`config.mk`:
```
export PLATFORM = sky130hd
export DESIGN_NAME = alu_req_driver_flat
export DESIGN_NICKNAME = d
export VERILOG_FILES = /design/src/rtl/tinyalu_pkg.sv /design/src/rtl/alu_req_driver_if.sv /design/src/rtl/alu_req_fifo.sv /design/src/rtl/alu_req_driver.sv /design/src/flat_wrapper.sv
export SDC_FILE = /design/constraint.sdc
export NUM_CORES = 1
export LEC_CHECK = 0
export CAP_MARGIN = 20
export CORE_MARGIN = 2
export CORE_UTILIZATION = 58
export DETAILED_ROUTE_END_ITERATION = 8
export GPL_ROUTABILITY_DRIVEN = 0
export PLACE_DENSITY = 0.85
export SLEW_MARGIN = 20
export SYNTH_ARGS = -nofsm -noshare
export SYNTH_HDL_FRONTEND = slang
export SYNTH_HIERARCHICAL = 1
export SYNTH_SLANG_ARGS = --single-unit
```
`constraint.sdc`:
```
create_clock -name clk -period 7.62 [get_ports clk]
set_input_delay 1.905 -clock clk [delete_from_list [all_inputs] [get_ports clk]]
set_output_delay 1.905 -clock clk [all_outputs]
set_load 0.03 [all_outputs]
```
`src/rtl/tinyalu_pkg.sv`:
```
// Shared TinyALU types: opcodes, driver FSM states, LFSR seed and the request record.
package tinyalu_pkg;

    typedef enum logic [2:0] {
        OP_NOP = 3'b000,
        OP_ADD = 3'b001,
        OP_AND = 3'b010,
        OP_XOR = 3'b011,
        OP_MUL = 3'b100
    } alu_op_e;

    typedef enum logic [1:0] {
        IDLE = 2'd0,
        RUN  = 2'd1,
        GAP  = 2'd2
    } drv_state_e;

    localparam logic [7:0] LFSR_SEED  = 8'hA5;
    localparam int         ALU_DATA_W = 8;
    localparam int         ALU_TAG_W  = 4;

    // Default-width request record; op stays raw so reserved codes pass through untouched.
    typedef struct packed {
        logic [2:0]            op;
        logic [ALU_DATA_W-1:0] a;
        logic [ALU_DATA_W-1:0] b;
        logic [ALU_TAG_W-1:0]  tag;
    } alu_req_s;

    // Fibonacci LFSR, taps 8,6,5,4.
    function automatic logic [7:0] lfsr_next(input logic [7:0] s);
        return {s[6:0], s[7] ^ s[5] ^ s[4] ^ s[3]};
    endfunction

endpackage

```
`src/rtl/alu_req_driver_if.sv`:
```
// Request, ALU and response signals of alu_req_driver; master = driver side, slave = environment side.
interface alu_req_driver_if #(
    parameter int DATA_W = 8,
    parameter int TAG_W  = 4,
    parameter int DEPTH  = 4
);
    localparam int LVL_W = $clog2(DEPTH) + 1;

    logic                the_unused_guard;
    logic                req_valid;
    logic                req_ready;
    logic [2:0]          req_op;
    logic [DATA_W-1:0]   req_a;
    logic [DATA_W-1:0]   req_b;
    logic [TAG_W-1:0]    req_tag;
    logic [1:0]          gap_cfg;
    logic                start;
    logic [2:0]          op;
    logic [DATA_W-1:0]   A;
    logic [DATA_W-1:0]   B;
    logic                done;
    logic [2*DATA_W-1:0] result;
    logic                rsp_valid;
    logic [TAG_W-1:0]    rsp_tag;
    logic [2*DATA_W-1:0] rsp_result;
    logic                rsp_err;
    logic                busy;
    logic [LVL_W-1:0]    fifo_level;

    modport master (
        input  req_valid, req_op, req_a, req_b, req_tag, gap_cfg, done, result,
        output req_ready, start, op, A, B, rsp_valid, rsp_tag, rsp_result, rsp_err,
               busy, fifo_level
    );

    modport slave (
        output req_valid, req_op, req_a, req_b, req_tag, gap_cfg, done, result,
        input  req_ready, start, op, A, B, rsp_valid, rsp_tag, rsp_result, rsp_err,
               busy, fifo_level
    );

endinterface

```
`src/rtl/alu_req_fifo.sv`:
```
// Synchronous FIFO with combinational head read; push while full and pop while empty are dropped.
module alu_req_fifo #(
    parameter int WIDTH = 8,
    parameter int DEPTH = 4,
    localparam int AW   = $clog2(DEPTH),
    localparam int LW   = AW + 1
) (
    input  logic             clk,
    input  logic             reset_n,
    input  logic             push,
    input  logic [WIDTH-1:0] wdata,
    input  logic             pop,
    output logic [WIDTH-1:0] rdata,
    output logic             full,
    output logic             empty,
    output logic [LW-1:0]    level
);
    logic [WIDTH-1:0] mem_q [DEPTH];
    logic [AW-1:0]    wr_ptr_q, wr_ptr_d, rd_ptr_q, rd_ptr_d;
    logic [LW-1:0]    level_q, level_d;
    logic             push_ok, pop_ok;

    assign full    = (level_q == LW'(DEPTH));
    assign empty   = (level_q == '0);
    assign push_ok = push && !full;
    assign pop_ok  = pop && !empty;
    assign rdata   = mem_q[rd_ptr_q];
    assign level   = level_q;

    // Pointers are exactly log2(DEPTH) bits, so increment wraps modulo DEPTH.
    always_comb begin
        wr_ptr_d = wr_ptr_q;
        rd_ptr_d = rd_ptr_q;
        level_d  = level_q;
        if (push_ok) wr_ptr_d = wr_ptr_q + AW'(1);
        if (pop_ok)  rd_ptr_d = rd_ptr_q + AW'(1);
        case ({push_ok, pop_ok})
            2'b10:   level_d = level_q + LW'(1);
            2'b01:   level_d = level_q - LW'(1);
            default: level_d = level_q;
        endcase
    end

    always_ff @(posedge clk) begin
        if (!reset_n) begin
            wr_ptr_q <= '0;
            rd_ptr_q <= '0;
            level_q  <= '0;
        end else begin
            wr_ptr_q <= wr_ptr_d;
            rd_ptr_q <= rd_ptr_d;
            level_q  <= level_d;
        end
    end

    always_ff @(posedge clk) begin
        if (push_ok) mem_q[wr_ptr_q] <= wdata;
    end

endmodule

```
`src/rtl/alu_req_driver.sv`:
```
// Queued, tagged request front-end for the start/done ALU with post-op gap and done-timeout.
// Build macro ALU_REQ_DRV_LFSR_GAP_EN: gap length taken from an LFSR instead of gap_cfg.
module alu_req_driver #(
    parameter int DATA_W  = 8,
    parameter int DEPTH   = 4,
    parameter int TAG_W   = 4,
    parameter int TIMEOUT = 64
) (
    input logic              clk,
    input logic              reset_n,
    alu_req_driver_if.master bus
);
    import tinyalu_pkg::*;

    localparam int LW = $clog2(DEPTH) + 1;
    localparam int TW = $clog2(TIMEOUT);
    localparam int RW = 2 * DATA_W;

    typedef struct packed {
        logic [2:0]        op;
        logic [DATA_W-1:0] a;
        logic [DATA_W-1:0] b;
        logic [TAG_W-1:0]  tag;
    } req_t;

    req_t          wr_req, head;
    logic          push, pop, fifo_full, fifo_empty;
    logic [LW-1:0] level;
    logic [1:0]    gap_sel;

    drv_state_e        state_q, state_d;
    logic              start_q, start_d;
    logic [2:0]        op_q, op_d;
    logic [DATA_W-1:0] a_q, a_d, b_q, b_d;
    logic [TAG_W-1:0]  tag_q, tag_d;
    logic [TW-1:0]     tmo_q, tmo_d;
    logic [1:0]        gap_q, gap_d;
    logic              rsp_valid_q, rsp_valid_d;
    logic [TAG_W-1:0]  rsp_tag_q, rsp_tag_d;
    logic [RW-1:0]     rsp_result_q, rsp_result_d;
    logic              rsp_err_q, rsp_err_d;

    assign wr_req = '{op: bus.req_op, a: bus.req_a, b: bus.req_b, tag: bus.req_tag};
    assign push   = bus.req_valid && !fifo_full;

    alu_req_fifo #(.WIDTH($bits(req_t)), .DEPTH(DEPTH)) u_fifo (
        .clk     (clk),
        .reset_n (reset_n),
        .push    (push),
        .wdata   (wr_req),
        .pop     (pop),
        .rdata   (head),
        .full    (fifo_full),
        .empty   (fifo_empty),
        .level   (level)
    );

`ifdef ALU_REQ_DRV_LFSR_GAP_EN
    logic [7:0] lfsr_q, lfsr_d;
    logic       unused_gap_cfg;

    assign lfsr_d         = lfsr_next(lfsr_q);
    assign gap_sel        = lfsr_q[1:0];
    assign unused_gap_cfg = ^bus.gap_cfg;

    always_ff @(posedge clk) begin
        if (!reset_n) lfsr_q <= LFSR_SEED;
        else          lfsr_q <= lfsr_d;
    end
`else
    assign gap_sel = bus.gap_cfg;
`endif

    always_comb begin
        state_d      = state_q;
        start_d      = start_q;
        op_d         = op_q;
        a_d          = a_q;
        b_d          = b_q;
        tag_d        = tag_q;
        tmo_d        = tmo_q;
        gap_d        = gap_q;
        rsp_valid_d  = 1'b0;
        rsp_tag_d    = rsp_tag_q;
        rsp_result_d = rsp_result_q;
        rsp_err_d    = rsp_err_q;
        pop          = 1'b0;
        case (state_q)
            IDLE: begin
                if (!fifo_empty) begin
                    pop     = 1'b1;
                    op_d    = head.op;
                    a_d     = head.a;
                    b_d     = head.b;
                    tag_d   = head.tag;
                    start_d = 1'b1;
                    tmo_d   = '0;
                    state_d = RUN;
                end
            end
            RUN: begin
                // done is checked first so it wins over a same-cycle timeout.
                if (op_q == OP_NOP || bus.done) begin
                    start_d      = 1'b0;
                    rsp_valid_d  = 1'b1;
                    rsp_tag_d    = tag_q;
                    rsp_result_d = (op_q == OP_NOP) ? '0 : bus.result;
                    rsp_err_d    = 1'b0;
                    gap_d        = gap_sel;
                    state_d      = GAP;
                end else if (tmo_q == TW'(TIMEOUT - 1)) begin
                    start_d      = 1'b0;
                    rsp_valid_d  = 1'b1;
                    rsp_tag_d    = tag_q;
                    rsp_result_d = '0;
                    rsp_err_d    = 1'b1;
                    gap_d        = gap_sel;
                    state_d      = GAP;
                end else begin
                    tmo_d = tmo_q + TW'(1);
                end
            end
            GAP: begin
                // A zero gap still spends one cycle here.
                if (gap_q <= 2'd1) state_d = IDLE;
                else               gap_d   = gap_q - 2'd1;
            end
            default: state_d = IDLE;
        endcase
    end

    always_ff @(posedge clk) begin
        if (!reset_n) begin
            state_q      <= IDLE;
            start_q      <= 1'b0;
            op_q         <= '0;
            a_q          <= '0;
            b_q          <= '0;
            tag_q        <= '0;
            tmo_q        <= '0;
            gap_q        <= '0;
            rsp_valid_q  <= 1'b0;
            rsp_tag_q    <= '0;
            rsp_result_q <= '0;
            rsp_err_q    <= 1'b0;
        end else begin
            state_q      <= state_d;
            start_q      <= start_d;
            op_q         <= op_d;
            a_q          <= a_d;
            b_q          <= b_d;
            tag_q        <= tag_d;
            tmo_q        <= tmo_d;
            gap_q        <= gap_d;
            rsp_valid_q  <= rsp_valid_d;
            rsp_tag_q    <= rsp_tag_d;
            rsp_result_q <= rsp_result_d;
            rsp_err_q    <= rsp_err_d;
        end
    end

    assign bus.req_ready  = !fifo_full;
    assign bus.start      = start_q;
    assign bus.op         = op_q;
    assign bus.A          = a_q;
    assign bus.B          = b_q;
    assign bus.rsp_valid  = rsp_valid_q;
    assign bus.rsp_tag    = rsp_tag_q;
    assign bus.rsp_result = rsp_result_q;
    assign bus.rsp_err    = rsp_err_q;
    assign bus.busy       = (state_q != IDLE) || !fifo_empty;
    assign bus.fifo_level = level;

endmodule
```
`src/flat_wrapper.sv`:
```
// flat-port wrapper written by rule: the top's interface ports become plain ports
module alu_req_driver_flat import tinyalu_pkg::*;
#(
    parameter int DATA_W  = 8,
    parameter int DEPTH   = 4,
    parameter int TAG_W   = 4,
    parameter int TIMEOUT = 64
)
  (clk, reset_n, bus_req_valid, bus_req_op, bus_req_a, bus_req_b, bus_req_tag, bus_gap_cfg, bus_done, bus_result, bus_req_ready, bus_start, bus_op, bus_A, bus_B, bus_rsp_valid, bus_rsp_tag, bus_rsp_result, bus_rsp_err, bus_busy, bus_fifo_level);
  alu_req_driver_if #(.DATA_W(DATA_W), .TAG_W(TAG_W), .DEPTH(DEPTH)) bus_i ();
  input logic clk;
  input logic reset_n;
  input wire logic [$bits(bus_i.req_valid)-1:0] bus_req_valid;
  input wire logic [$bits(bus_i.req_op)-1:0] bus_req_op;
  input wire logic [$bits(bus_i.req_a)-1:0] bus_req_a;
  input wire logic [$bits(bus_i.req_b)-1:0] bus_req_b;
  input wire logic [$bits(bus_i.req_tag)-1:0] bus_req_tag;
  input wire logic [$bits(bus_i.gap_cfg)-1:0] bus_gap_cfg;
  input wire logic [$bits(bus_i.done)-1:0] bus_done;
  input wire logic [$bits(bus_i.result)-1:0] bus_result;
  output wire logic [$bits(bus_i.req_ready)-1:0] bus_req_ready;
  output wire logic [$bits(bus_i.start)-1:0] bus_start;
  output wire logic [$bits(bus_i.op)-1:0] bus_op;
  output wire logic [$bits(bus_i.A)-1:0] bus_A;
  output wire logic [$bits(bus_i.B)-1:0] bus_B;
  output wire logic [$bits(bus_i.rsp_valid)-1:0] bus_rsp_valid;
  output wire logic [$bits(bus_i.rsp_tag)-1:0] bus_rsp_tag;
  output wire logic [$bits(bus_i.rsp_result)-1:0] bus_rsp_result;
  output wire logic [$bits(bus_i.rsp_err)-1:0] bus_rsp_err;
  output wire logic [$bits(bus_i.busy)-1:0] bus_busy;
  output wire logic [$bits(bus_i.fifo_level)-1:0] bus_fifo_level;
  assign bus_i.req_valid = bus_req_valid;
  assign bus_i.req_op = bus_req_op;
  assign bus_i.req_a = bus_req_a;
  assign bus_i.req_b = bus_req_b;
  assign bus_i.req_tag = bus_req_tag;
  assign bus_i.gap_cfg = bus_gap_cfg;
  assign bus_i.done = bus_done;
  assign bus_i.result = bus_result;
  assign bus_req_ready = bus_i.req_ready;
  assign bus_start = bus_i.start;
  assign bus_op = bus_i.op;
  assign bus_A = bus_i.A;
  assign bus_B = bus_i.B;
  assign bus_rsp_valid = bus_i.rsp_valid;
  assign bus_rsp_tag = bus_i.rsp_tag;
  assign bus_rsp_result = bus_i.rsp_result;
  assign bus_rsp_err = bus_i.rsp_err;
  assign bus_busy = bus_i.busy;
  assign bus_fifo_level = bus_i.fifo_level;
  alu_req_driver #(.DATA_W(DATA_W), .DEPTH(DEPTH), .TAG_W(TAG_W), .TIMEOUT(TIMEOUT)) u_core (.clk(clk), .reset_n(reset_n), .bus(bus_i));
endmodule
```
---- After elaboration in Yosys (flattened, before gate mapping) ----
Memory sizes are Yosys's and may differ from the RTL's. A register that Yosys moved wholly into a read port is not among the register bits.
Cells that the tools add are included.
storage, ports and cells
  bits in writable memories ............... 92
  word-level logic and storage cells ...... 86
  register bits ........................... 40
  memories kept ........................... 1
  output and inout bits ................... 47
  input bits .............................. 45
memory list
  name                 words  bits a word  read ports  clocked after Yosys merged registers in  wr ports  RTL line            text
  u_core.u_fifo.mem_q  4      23           1           1                                        1         alu_req_fifo.sv:18  logic [WIDTH-1:0] mem_q [DEPTH];
operators by class
  mux-type cells .......................... 31
  bitwise operators ....................... 1
  reductions and logical operators ........ 23
  $lt $le $gt $ge ......................... 1
  add/sub/neg operators ................... 6
  eq/ne operators ......................... 12
operators by type and width
  cell                 count
  $mux 16              3
  $mux 6               3
  $mux 2               7
  $pmux 6 s2           1
  $mux 1               11
  $reduce_bool 2->1    5
  $reduce_and 3->1     3
  $mux 4               2
  $ne 2x2->1 const B   4
  $add 6x1->6 const B  1
  $eq 6x6->1 const B   1
  $logic_not 3->1      2
  $pmux 2 s3           1
  $pmux 3 s2           1
  $reduce_and 2->1     3
  $add 2x1->2 const B  2
  $eq 2x1->1 const B   2
  $eq 2x2->1 const B   2
  $pmux 2 s2           1
  $reduce_and 4->1     1
  $add 3x1->3 const B  1
  $eq 3x3->1 const B   1
  $logic_and 1x1->1    3
  $logic_not 1->1      3
  other kinds (9)      10

---- Logic depth before layout (Yosys ltp) ----
  depth in word-level cells ............... 6
  depth in mapped cells ................... 12
  mapped depth without buffers ............ 10

---- Modules after synthesis ----
The synthesis kept the hierarchy.
modules (own cells, without submodules)
  module          sequential area each (um^2)  cells an instance  area an instance (um^2)  times used
  alu_req_fifo    2942.8                       174                3836.2                   1
  alu_req_driver  1121.1                       266                2284.7                   1

---- Least setup slack after synthesis ----
No wires, ideal clock.
  kind .................................... input to register
  start point ............................. input port bus_req_valid
  end point ............................... register u_core.u_fifo.level_q[2], in the netlist u_core/u_fifo/level[2]
  arrival time ............................ 3.464 ns
  path buffers ............................ 1
  data required time ...................... 7.550 ns
  path slack .............................. 4.086 ns
  stages on the path ...................... 10
  setup time .............................. 0.070 ns
  cells stage by stage .................... nor2b_1 > nor2b_1 > buf_2 > inv_2 > ha_1 > inv_1 > fa_1 > xor2_1 > or3_1 > a21boi_1
on the way
  longest elaborated chain between the ends .. 4
  elaborated cells between the ends (all ways) .. 6
  those cells by class .................... eq/ne (2); mux (1); reduce/logical (3)
RTL lines
  item                                             RTL line              text
  start: declaration                               flat_wrapper.sv:13    input wire logic [$bits(bus_i.req_valid)-1:0] bus_req_valid;
  $logic_and 1x1->1 *                              alu_req_driver.sv:44  assign push = bus.req_valid && !fifo_full;
  $logic_and 1x1->1 *                              alu_req_fifo.sv:25    assign push_ok = push && !full;
  $eq 2x1->1 or $eq 2x2->1 (tied branches)         alu_req_fifo.sv:37    case ({push_ok, pop_ok})
  $pmux 3 s2 or $reduce_bool 2->1 (tied branches)  n/a
  end signal: assignment                           alu_req_fifo.sv:52    level_q <= level_d;
  end: declaration                                 alu_req_fifo.sv:20    logic [LW-1:0] level_q, level_d;
Mark *: on every way between the ends. The rest lies on a longest branch, timed or not.
A chain may end at the register's enable or synchronous reset.

---- Final worst setup path ----
  start point ............................. register u_core.u_fifo.level_q[1], in the netlist u_core/u_fifo/level[1]
  end point ............................... output port bus_busy
on the way
  longest elaborated chain between the ends .. 3
RTL lines
  item                         RTL line               text
  $logic_not 3->1              alu_req_fifo.sv:24     assign empty = (level_q == '0);
  named net u_core.fifo_empty  alu_req_driver.sv:27   logic push, pop, fifo_full, fifo_empty;
  $logic_not 1->1              n/a
  $logic_or 1x1->1             alu_req_driver.sv:171  assign bus.busy = (state_q != IDLE) || !fifo_empty;
  end: declaration             flat_wrapper.sv:30     output wire logic [$bits(bus_i.busy)-1:0] bus_busy;
The timed path passes the listed nets, and every way through them passes these cells.

==> impl_metrics.json <==
{
  "ys_seq_area_frac": 0.664,
  "synth_cells": 440,
  "grt_overflow": 0,
  "cp.arrival_ns": 1.98,
  "num_antenna_cells": 0,
  "seqCellArea_um2": 4070,
  "clockRootBuffer": "clkbuf_8",
  "vias": 3809,
  "p_leak_nw": 2.63,
  "first_global_vias": 3951,
  "cts_tree": "built",
  "fin_skew_ns": 0.00904,
  "clockBufferDepth": 2,
  "avgSynthCellArea_um2": 13.9,
  "setup_tns_ns": 0,
  "cts_sinks": 157,
  "dieArea_um2": 11400,
  "post_cts_buffers": 0,
  "multiInputGateArea_um2": 1840,
  "final_util": 0.745,
  "powerDensity_nw_per_um2": 384,
  "rr_startpoint": "u_core/u_fifo/level[0]",
  "start_util": 0.596,
  "die_x_um": 107,
  "worst_pin_slew_ns": 0.886,
  "slew_violations": 0,
  "hold_slack_ns": 0.457,
  "final_nets": 581,
  "detail_route.iter0.violations": 277,
  "fmax_mhz": 257,
  "antenna_found_initial": 0,
  "drive_gt1_frac": 0.139,
  "synthesis.nets": 493,
  "cts_resized": 0,
  "antenna_left": 0,
  "ir_drop_mv": 0.213,
  "cp-end-kind": "output pin",
  "yosys_most_used_dff": "edfxtp_1",
  "wirelength_um": 12300,
  "cp_slowest_cell": "clkdlybuf4s50_1",
  "outcome": "complete, no violations",
  "yosysWarnings": 6,
  "cap_violations": 0,
  "grt_usage": 0.226,
  "path_cells": "nor3_2 > nand2_1 > clkdlybuf4s50_1",
  "io_buffer_count": 91,
  "nFillCells": 652,
  "finalCritPeriodShare": 0.510,
  "cts_max_level": 4,
  "critPathLaunchType": "flop",
  "min_from": "u_core/bus.A[6]",
  "hold_path.class": "reg -> reg",
  "syn-cell-area_um2": 6120,
  "drc": 0,
  "synthTopCellsByArea": "edfxtp_1 45%, dfxtp_1 21%, mux4_2 8.5%",
  "synth_top_cell_by_area": "edfxtp_1",
  "rows": 37,
  "grt_start_max_net_pins": 39,
  "dp.cells": 645,
  "final.min_clock_period_ns": 3.88,
  "async_flop_share": 0,
  "grt_pass1_wl_um": 19400,
  "area_delta_synth_final_pct": 25.1,
  "path_clk_slew_ns": 0.06,
  "synth_edf_count": 92,
  "finalHoldViolations": 0,
  "holdBufCountCts": 0,
  "yosysUniqueCellTypes": 47,
  "avgViaCountPerCell": 5.63,
  "cp_max_fo": 6,
  "setup_violations": 0,
  "numCtsBuffers": 17,
  "rsz0062_at_grt": "no",
  "post-dp-hpwl_um": 7250,
  "crit_type": "reg -> out",
  "first_pass_iters": 5,
  "cp.required_ns": 5.72,
  "num_io_pins": 92,
  "final_cell_count_no_fill": 676,
  "yosys.area.top_type_share": 0.451,
  "slowest_delay_ns": 0.63,
  "clk_latency_ns": 0.51,
  "relSlewSlack": 0.406,
  "die_h_um": 107,
  "synth-seq-cells": 157,
  "core_um2": 10300,
  "worstSetupStartpoint": "u_core/u_fifo/level[1]",
  "wl_per_cell_um": 18.1,
  "power.total_mw": 2.94
}
placed cells by master (no fill, tap or decap), types with 2 or more instances in the layout:
master	count
nand2_1	96
edfxtp_1	92
clkdlybuf4s50_1	91
dfxtp_1	63
a21oi_1	27
mux2i_1	23
mux4_2	23
clkbuf_16	16
o21ai_0	10
inv_1	9
nand3_1	9
ha_1	7
or3_1	5
bufinv_16	4
nor2_1	4
and2_2	4
clkinv_2	3
clkinvlp_4	3
inv_2	3
nor2b_1	3
a31oi_1	3
nor3_1	3
inv_6	2
clkinv_4	2
o211ai_1	2
nor3_2	2
buf_4	2
and2_1	2
a21boi_1	2
dfxtp_2	2
synth_stat cells (all sizes together), types with 3 or more instances:
| cell | instances |
|---|---|
| nand2 | 96 |
| edfxtp | 92 |
| dfxtp | 65 |
| a21oi | 27 |
| mux2i | 23 |
| mux4 | 23 |
| buf | 13 |
| inv | 12 |
| clkbuf | 11 |
| nand3 | 10 |
| o21ai | 10 |
| ha | 7 |
| and2 | 6 |
| or3 | 6 |
| nor3 | 5 |
| nor2 | 4 |
| nor2b | 4 |
| a31oi | 3 |
state kept, by name, summed over array words and instances, names as in the netlist, named ones only:
register                flops
u_core/u_fifo/mem_q        92
u_core/bus.rsp_valid        1
u_core/u_fifo/rd_ptr_q      2
u_core/gap_q                2
u_core/bus.A                8
u_core/bus.rsp_result      16
u_core/tag_q                4
u_core/bus.start            1
u_core/u_fifo/wr_ptr_q      2
u_core/state_q              2
u_core/bus.rsp_err          1
u_core/u_fifo/level         3
u_core/bus.op               3
u_core/bus.B                8
u_core/tmo_q                6
u_core/bus.rsp_tag          4
per-layer routing:
metal,track usage,wire length (µm),vias up
met5,0,0,-
met4,0.0575,85,0
met3,0.0614,755,6
met2,0.396,6430,148
met1,0.279,4990,1890
li1,-,-,1765
worst max-delay path: cells and delay by family (launching register included):
kind,cells,cell delay [ns]
buf+inv,1,0.63
simple gates,2,0.48
flops,1,0.36
worst paths after layout:
kind                                                to  slack, ns  depth (start not counted)
worst max-delay path                          bus_busy       3.74                          3
worst min-delay path                   u_core/bus.A[6]       0.46                          2
worst max register to register  u_core/u_fifo/level[2]       4.65                         10
worst min register to register         u_core/bus.A[6]       0.46                          2
metrics by stage:
stage / setup WS [ns] / area [µm²]
floorplan: 4.09 / 6120
global placement: 3.34 / 7050
global route: 3.58 / 7660
detailed placement: 3.24 / 7050
CTS: 3.73 / 7650
finish: 3.74 / 7660
layout make-up:
class	instances	area share
timing repair buffer	93	0.121
tap	136	0.0222
sequential	157	0.531
inverter	12	0.00588
clock buffer	17	0.0541
clock inverter	14	0.0252
multi-input combinational	247	0.241
cells by family (layout without fill, tap and decap cells):
logic type / after synthesis / count (layout) / share of synthesized area
compound gates: 49 / 49 / 0.0486
xor+xnor: 2 / 2 / 0.00286
fa+ha+maj: 8 / 8 / 0.0176
buf+inv: 36 / 136 / 0.0356
flops: 157 / 157 / 0.664
mux: 46 / 46 / 0.122
simple gates: 142 / 142 / 0.109
where the power goes:
| part | internal, mW | switching [mW] |
|---|---|---|
| logic | 0.378 | 0.521 |
| registers | 1.06 | 0.115 |
| clock network | 0.531 | 0.331 |
| total | 1.97 | 0.967 |
No activity file was read; power rests on OpenSTA's default activity.
==> RTL edit (same flow settings) <==
Build with the macro `ALU_REQ_DRV_LFSR_GAP_EN` defined.
--- a/src/rtl/alu_req_driver.sv
+++ b/src/rtl/alu_req_driver.sv
@@ -1,4 +1,6 @@
 // Queued, tagged request front-end for the start/done ALU with post-op gap and done-timeout.
 // Build macro ALU_REQ_DRV_LFSR_GAP_EN: gap length taken from an LFSR instead of gap_cfg.
+`define ALU_REQ_DRV_LFSR_GAP_EN
+
 module alu_req_driver #(
     parameter int DATA_W  = 8,
Check against the original RTL: not equivalent (a bounded check fails within 10 cycles, from zero or initial values and one cycle with reset_n low).
==> RTL edit against the original RTL <==
- fmax is 6.1% lower
- routed wire length up 5.2%
- setup slack got worse by 250 ps
- power grew 2.2%
- design area up 3.2%
- sequential share of layout area is 0.36 points higher
- global-route usage up 0.84 points
- sequential cell count grew 8
- synthesized area grew 3.8%
- largest power group unchanged
==> RTL edit: results (changes against the original RTL) <==
final wirelength 12890 µm (+5.2%); Pleak 2.745 nW (+4.2%); Hold Path Class flop to flop; layout cells sized above 1 12.43% (-1.5 points); syn_nets 513 (+4.1%); CP arrival 4590 ps (+2610 ps); sequential fraction of the synthesis area 66.50% (+0.10 points); Final #Nets 603 (+3.8%); Crit Path Max Fanout 46 (+40); All-Layer GR Usage 23.43% (+0.84 points); CTS Buf Count 17 (unchanged); family with the most delay on the worst path buffers and inverters; adder-cell share of the synthesized area 1.694% (-0.064 points); first-pass GRT wire length 20330 µm (+5.0%); Post-synth top cells nand2_1, edfxtp_1, dfxtp_1; Syn Inst Count 460 (+4.5%); prevailing post-synth register cell edfxtp_1; Max IR drop VDD 0.2625 mV (+23%); later-pin clock latency in the skew report 530 ps (+20 ps); Sw Ratio 32.74% (-0.17 points); multiplexer area fraction after synthesis 11.78% (-0.45 points); # fillers 688 (+5.5%); DR WL/cell 18.34 µm (+1.1%); Distinct cells, synth 48 (+2.1%); hpwl dp 7866 µm (+8.5%); Layout Skew 7.465 ps (-1.573 ps); P per Cell Area 380.0 nW/µm² (-0.96%); part of the power in registers 40.9% (+0.8 points); Power Clock 0.000866 W (+0.5%); Vias 3972 (+4.3%); Synth Area in Compound Gates 4.589% (-0.28 points); largest net degree at the start of global routing 47 (+21%); pre-CTS worst setup slack 2385 ps (-849.7 ps); Worst-Margin Slew 932.3 ps (+46.73 ps); Post-CTS Repair Setup Buffers 0 (unchanged); post_cts resized 0 (unchanged); placed insts 670 (+3.9%); Clock Tree Buf Depth 2 (unchanged); vias in the first global route 4098 (+3.7%); initial antenna violation count 0 (unchanged); crit-path max cell delay 910 ps (+280 ps); Placed Area 7287 µm² (+3.4%); slowest CP cell nor3_2; Hold Path Stages 1 (-1); XOR/XNOR Fraction of Synth Area 0.6894% (+0.40 points); status finished, final reports clean; H-tree Lvls 4 (unchanged); synth top area cells edfxtp_1, dfxtp_1, mux4_2, nand2_1, mux2i_1; first-iteration detailed-routing DRC count 382 (+38%); number of flops mapped to enable cells by yosys 92 (unchanged); PortBufs 89 (-2.2%); Top reg by flops u_core/u_fifo/mem_q
-- RTL edit: path summary, 6_finish.rpt --
path	startpoint	endpoint	slack, ps
setup / recovery	reset_n	u_core/bus.rsp_result[9]	3480
hold / removal	u_core/lfsr_q[6]	u_core/lfsr_q[7]	420
hold reg to reg	u_core/lfsr_q[6]	u_core/lfsr_q[7]	420
setup reg to reg	u_core/u_fifo/level[0]	u_core/u_fifo/level[2]	4360
-- RTL edit: final cells by class --
cell class	count	area [µm²]	share of cell area, %
Clock buffer	18	417.9	5.286
Sequential cell	165	4227	53.46
Clock inverter	14	185.2	2.342
Timing Repair Buffer	96	950.9	12.03
Multi-Input combinational cell	258	1906	24.10
Inverter	12	45.04	0.5697
Tap cell	140	175.2	2.216
-- RTL edit: per-layer routing --
metal | global-route usage, % | up-vias | routed length [µm]
met5 | 0 | - | 0
met4 | 8.791 | 0 | 158
met3 | 6.814 | 15 | 895
met2 | 41.43 | 166 | 6801
met1 | 27.02 | 1961 | 5038
li1 | - | 1830 | -
